===== config.mk =====
export PLATFORM = sky130hd
export DESIGN_NAME = im_loader_flat
export DESIGN_NICKNAME = d
export VERILOG_FILES = /design/src/rtl/im_loader_if.sv /design/src/rtl/im_loader.sv /design/src/flat_wrapper.sv
export SDC_FILE = /design/constraint.sdc
export NUM_CORES = 1
export LEC_CHECK = 0
export BUFFER_PORTS_ARGS = -buffer_cell sky130_fd_sc_hd__buf_4
export CORE_ASPECT_RATIO = 1.75
export CORE_MARGIN = 2
export CORE_UTILIZATION = 55
export CTS_CLUSTER_DIAMETER = 50
export DETAILED_ROUTE_END_ITERATION = 8
export GPL_ROUTABILITY_DRIVEN = 0
export PLACE_DENSITY = 0.88
export SLEW_MARGIN = 5
export SYNTH_ARGS = -nofsm -noshare
export SYNTH_HDL_FRONTEND = slang
export SYNTH_SLANG_ARGS = --single-unit

===== constraint.sdc =====
create_clock -name clk -period 9.85 [get_ports clk]
set_input_delay 0.985 -clock clk [delete_from_list [all_inputs] [get_ports clk]]
set_output_delay 0.985 -clock clk [all_outputs]
set_load 0.05 [all_outputs]

===== src/rtl/im_loader_if.sv =====
// rtl/im_loader_if.sv - byte stream in, instruction RAM write port out
interface im_loader_if #(
    parameter int AW = 11
);
    logic          byte_valid;
    logic [7:0]    byte_data;
    logic          byte_ready;
    logic          im_we;
    logic [AW-1:0] im_addr;
    logic [31:0]   im_din;

    modport master (
        output byte_valid, byte_data,
        input  byte_ready, im_we, im_addr, im_din
    );

    modport slave (
        input  byte_valid, byte_data,
        output byte_ready, im_we, im_addr, im_din
    );
endinterface


===== src/rtl/im_loader.sv =====
// rtl/im_loader.sv - byte-stream loader filling the instruction RAM with big-endian words
// Optional trailing XOR checksum byte: define IM_LOADER_CHECKSUM_EN.
module im_loader #(
    parameter int          DEPTH     = 2048,
    parameter int          AW        = 11,
    parameter logic [31:0] BASE_ADDR = 32'h0000_3000
) (
    input  logic        clk,
    input  logic        rst_n,
    input  logic        load_start,
    im_loader_if.slave  bus,
    output logic        cpu_hold,
    output logic        load_done,
    output logic        load_err,
    output logic [31:0] load_end_addr
);
    typedef enum logic [2:0] {
        S_IDLE,
        S_LEN_HI,
        S_LEN_LO,
        S_DATA,
        S_WRITE,
        S_DONE,
        S_ERR
`ifdef IM_LOADER_CHECKSUM_EN
        , S_CSUM
`endif
    } state_t;

`ifdef IM_LOADER_CHECKSUM_EN
    localparam state_t S_TAIL = S_CSUM;
`else
    localparam state_t S_TAIL = S_DONE;
`endif
    localparam logic [16:0] DEPTH_LIM = 17'(DEPTH);

    state_t      state, state_nxt;
    logic [7:0]  len_hi;
    logic [15:0] word_count;
    logic [15:0] word_idx;
    logic [1:0]  byte_cnt;
    logic [31:0] shift;
    logic        xfer;
    logic        start_ok;
    logic [15:0] len_in;
`ifdef IM_LOADER_CHECKSUM_EN
    logic [7:0]  csum;
`endif

    assign xfer     = bus.byte_valid && bus.byte_ready;
    assign start_ok = load_start && (state == S_IDLE || state == S_DONE || state == S_ERR);
    assign len_in   = {len_hi, bus.byte_data};

    always_ff @(posedge clk or negedge rst_n) begin
        if (!rst_n) begin
            state <= S_IDLE;
        end else begin
            state <= state_nxt;
        end
    end

    always_comb begin
        state_nxt = state;
        case (state)
            S_IDLE, S_DONE, S_ERR: begin
                if (load_start) state_nxt = S_LEN_HI;
            end
            S_LEN_HI: begin
                if (xfer) state_nxt = S_LEN_LO;
            end
            S_LEN_LO: begin
                if (xfer) begin
                    if (len_in == 16'd0)                     state_nxt = S_TAIL;
                    else if ({1'b0, len_in} > DEPTH_LIM)     state_nxt = S_ERR;
                    else                                     state_nxt = S_DATA;
                end
            end
            S_DATA: begin
                if (xfer && byte_cnt == 2'd3) state_nxt = S_WRITE;
            end
            S_WRITE: begin
                if (word_idx + 16'd1 < word_count) state_nxt = S_DATA;
                else                               state_nxt = S_TAIL;
            end
`ifdef IM_LOADER_CHECKSUM_EN
            S_CSUM: begin
                if (xfer) state_nxt = (csum == bus.byte_data) ? S_DONE : S_ERR;
            end
`endif
            default: state_nxt = S_IDLE;
        endcase
    end

    always_ff @(posedge clk or negedge rst_n) begin
        if (!rst_n) begin
            len_hi        <= 8'd0;
            word_count    <= 16'd0;
            word_idx      <= 16'd0;
            byte_cnt      <= 2'd0;
            shift         <= 32'd0;
            load_done     <= 1'b0;
            load_err      <= 1'b0;
            load_end_addr <= 32'd0;
`ifdef IM_LOADER_CHECKSUM_EN
            csum          <= 8'd0;
`endif
        end else begin
            if (start_ok) begin
                load_done  <= 1'b0;
                load_err   <= 1'b0;
                word_count <= 16'd0;
                word_idx   <= 16'd0;
                byte_cnt   <= 2'd0;
`ifdef IM_LOADER_CHECKSUM_EN
                csum       <= 8'd0;
`endif
            end
`ifdef IM_LOADER_CHECKSUM_EN
            if (xfer && state != S_CSUM) csum <= csum ^ bus.byte_data;
`endif
            case (state)
                S_LEN_HI: if (xfer) len_hi <= bus.byte_data;
                S_LEN_LO: if (xfer) word_count <= len_in;
                S_DATA: begin
                    if (xfer) begin
                        shift    <= {shift[23:0], bus.byte_data};
                        byte_cnt <= byte_cnt + 2'd1;
                    end
                end
                S_WRITE:  word_idx <= word_idx + 16'd1;
                default: ;
            endcase
            // On the count==0 path word_count still holds the 0 cleared at load_start.
            if (state_nxt == S_DONE && state != S_DONE) begin
                load_done     <= 1'b1;
                load_end_addr <= BASE_ADDR + {14'd0, word_count, 2'b00};
            end
            if (state_nxt == S_ERR && state != S_ERR) load_err <= 1'b1;
        end
    end

`ifdef IM_LOADER_CHECKSUM_EN
    assign bus.byte_ready = (state == S_LEN_HI) || (state == S_LEN_LO) ||
                            (state == S_DATA)   || (state == S_CSUM);
`else
    assign bus.byte_ready = (state == S_LEN_HI) || (state == S_LEN_LO) ||
                            (state == S_DATA);
`endif
    assign cpu_hold    = !(state == S_IDLE || state == S_DONE || state == S_ERR);
    assign bus.im_we   = (state == S_WRITE);
    assign bus.im_addr = word_idx[AW-1:0];
    assign bus.im_din  = shift;
endmodule


===== src/flat_wrapper.sv =====
// flat-port wrapper written by rule: the top's interface ports become plain ports
module im_loader_flat 
#(
    parameter int          DEPTH     = 2048,
    parameter int          AW        = 11,
    parameter logic [31:0] BASE_ADDR = 32'h0000_3000
)
  (clk, rst_n, load_start, cpu_hold, load_done, load_err, load_end_addr, bus_byte_valid, bus_byte_data, bus_byte_ready, bus_im_we, bus_im_addr, bus_im_din);
  im_loader_if #(.AW(AW)) bus_i ();
  input  logic clk;
  input  logic rst_n;
  input  logic load_start;
  output logic cpu_hold;
  output logic load_done;
  output logic load_err;
  output logic [31:0] load_end_addr;
  input wire logic [$bits(bus_i.byte_valid)-1:0] bus_byte_valid;
  input wire logic [$bits(bus_i.byte_data)-1:0] bus_byte_data;
  output wire logic [$bits(bus_i.byte_ready)-1:0] bus_byte_ready;
  output wire logic [$bits(bus_i.im_we)-1:0] bus_im_we;
  output wire logic [$bits(bus_i.im_addr)-1:0] bus_im_addr;
  output wire logic [$bits(bus_i.im_din)-1:0] bus_im_din;
  assign bus_i.byte_valid = bus_byte_valid;
  assign bus_i.byte_data = bus_byte_data;
  assign bus_byte_ready = bus_i.byte_ready;
  assign bus_im_we = bus_i.im_we;
  assign bus_im_addr = bus_i.im_addr;
  assign bus_im_din = bus_i.im_din;
  im_loader #(.DEPTH(DEPTH), .AW(AW), .BASE_ADDR(BASE_ADDR)) u_core (.clk(clk), .rst_n(rst_n), .load_start(load_start), .bus(bus_i), .cpu_hold(cpu_hold), .load_done(load_done), .load_err(load_err), .load_end_addr(load_end_addr));
endmodule

==> impl_metrics.toml <==
[logic_synthesis]
async_flop_share_pct = 100
synth_area_um2 = 4900
synth_largest_area_cell = "dfrtp_1"
ys_ff_latch = 96
synthCells = 449
avgSynthCellArea_um2 = 10.9
synth.distinct_cells = 47
synth_top_area_share_pct = 49.0
yosysWarnings = 0
synth_edf_count = 0
synthFlopType = "dfrtp_1"
ys_seq_area_share_pct = 49.0
synth.area.top_cells = "dfrtp_1, mux2_2, ha_1, buf_4, nand2_1"

[timing]
period_share_pct = 44.3
hold_violations = 0
tns_ps = 0
max_freq_mhz = 229
setup_viol = 0
skew_ps = 7.62
max_slew_margin_pct = 29.7
min_period_ps = 4370
tightest_slew_ps = 1050
rsz0062_at_grt = "false"
slew_viol_final = 0

[worst_setup_path]
required_ps = 10070
worst-setup-path-type = "flop to flop"
crit_family = "simple AND/OR/NAND/NOR gates"
path_buf_inv = 0
worstSetupStartpointType = "flop"
worstPathArrival_ps = 4590
path_cells = "nand4_1, nor4_1, and3_1, xor2_1, ha_1, nand4_1, nor2_1, nor4_1, a21oi_1, o211ai_4, mux2_2"
r2r-start = "u_core.word_idx[2]$_DFFE_PN0P_"
crit_fanout = 18
cp-end-kind = "flop"
startpoint = "u_core.word_idx[2]$_DFFE_PN0P_"
max_stage_delay_ps = 740
cp_slowest_cell = "nor4_1"

[cts]
cts-root-buf = "clkbuf_16"
cts_tree = "built"
clk_pin_slew_ps = 60
postCtsSetupBuffers = 0
clockBufferDepth = 2
cts_made_buffers = 9
h-tree-depth = 3
cts.sinks = 96
worst_skew_pair.late_latency_ps = 340
post_cts_resized = 0
hold_buffers = 0

[global_routing]
grt_max_degree = 67
antenna_found_initial = 0
grtUsageTotal_pct = 23.6
grt_pass1_vias = 3578
grt_pass1_wl_um = 17400
overflow = 0

[place]
dp_hpwl_um = 8000
port_buffers = 76

[floorplanning]
die_h_um = 129
start_util_pct = 56.6
die_x_um = 75.4
num_rows = 45
die_area_um2 = 9720
core-area_um2 = 8670
pin_count = 92

[route]
drtIter0Drc = 240
firstDrtPassIters = 5
wl_per_cell_um = 17.2
avgViaCountPerCell = 5.77
ant_nets = 0
vias = 3633
post-route-drc-count = 0
routed_wl_um = 10800

[run_status]
status = "completed"

[power_and_ir_drop]
leakagePower_nw = 2.75
power_mw = 2.08
powerDensity_nw_per_um2 = 364
max-vdd-ir-drop_mv = 0.165

[layout]
final_util_pct = 65.8
area_delta_synth_final_pct = 16.4
drive_gt1_share_pct = 31.0
nets = 539
n_antenna_cell = 0

[flow_run]
cap_violations = 0

[hold_path]
min-delay-path-class = "flop to flop"
worstHoldStart = "u_core.bus.im_din[30]$_DFFE_PN0P_"
## layer usage
layer / up-vias / share of wire (%) / global-route usage [%]
li1: 1655 / - / -
met1: 1790 / 36 / 27.2
met2: 159 / 55 / 40.3
met3: 29 / 5.5 / 3.92
met4: 0 / 3.4 / 13.3
met5: - / 0 / 0
## final timing paths
path,slack [ps],end,cells after the start
hold reg to reg,510,u_core.bus.im_din[30]$_DFFE_PN0P_,1
min in group asynchronous,570,u_core.bus.im_din[25]$_DFFE_PN0P_,1
hold / removal,510,u_core.bus.im_din[30]$_DFFE_PN0P_,1
max in group asynchronous,8140,u_core.bus.im_din[27]$_DFFE_PN0P_,2
setup reg to reg,5480,u_core.load_end_addr[2]$_DFFE_PN0P_,11
setup / recovery,5480,u_core.load_end_addr[2]$_DFFE_PN0P_,11
## cell type report
cell class                      instances  area [µm²]
Timing Repair Buffer                   79         593
Clock inverter                          3        42.5
Multi-Input combinational cell        298        2180
Sequential cell                        96        2400
Fill cell                             677        2960
Clock buffer                           12         246
Inverter                               25        93.8
Tap cell                              117         146
## metrics by stage
stage	hold slack (ps)	cell area, µm²	cells	setup slack (ps)
after floorplan	467	4960	463	6390
after global placement	487	5420	615	5930
after detailed placement	495	5420	615	5620
after CTS	509	5710	630	5550
after global routing	525	5710	630	5280
final	506	5710	630	5480
## logic make-up (layout without fill, tap and decap cells)
group	after synthesis	in the layout	share of synthesized area [%]
multiplexers	56	56	13.4
XOR/XNOR	19	19	3.39
AO/OA/AOI/OAI	72	72	9.90
other	1	15	0.0765
AND/OR/NAND/NOR	118	118	11.9
buffers and inverters	69	119	7.71
adder cells (fa/ha/maj)	18	18	4.59
flip-flops	96	96	49.0
## Yosys cell counts (all sizes together) (2+ instances only)
library cell	number
nor3	7
o21ai	31
xnor2	10
o22ai	5
nand4	6
nor2b	3
nand2	49
and2	2
xor2	9
nor2	16
a21oi	10
mux2	55
nand2b	2
ha	18
nand3	13
inv	24
o31ai	15
and3	7
nor4	6
buf	31
or3	2
clkbuf	13
dfrtp	96
a31oi	2
## sequential cells by signal (all words and copies together), names as in the netlist
| register | cells |
|---|---|
| u_core.load_err | 1 |
| u_core.load_done | 1 |
| u_core.bus.im_din | 32 |
| u_core.word_idx | 16 |
| u_core.state | 3 |
| u_core.byte_cnt | 2 |
| u_core.word_count | 16 |
| u_core.load_end_addr | 17 |
| u_core.len_hi | 8 |
## cells in the final DEF, fill, tap and decap left out, types with 2 or more instances in the layout
cell type / n
nor2_1: 16
nor2b_1: 2
nor4_1: 3
xnor2_1: 10
mux2_2: 47
nand2_1: 49
mux2_4: 8
a21oi_1: 10
and2_1: 2
clkbuf_1: 2
o31ai_1: 15
nand2b_1: 2
a31oi_1: 2
o21ai_0: 31
o22ai_1: 5
nand4_1: 6
clkbuf_16: 9
inv_1: 24
nor4_2: 3
conb_1: 15
nor3_1: 6
or3_1: 2
buf_4: 79
and3_1: 7
xor2_1: 9
nand3_1: 13
dfrtp_1: 96
ha_1: 18
## where the power goes
part           switching (mW)  internal [mW]  total [mW]
registers               0.128          0.548       0.676
logic                   0.691          0.370        1.06
clock network           0.140          0.202       0.342
total                   0.959           1.12        2.08
Note: power is estimated with default switching activity, not from simulation.
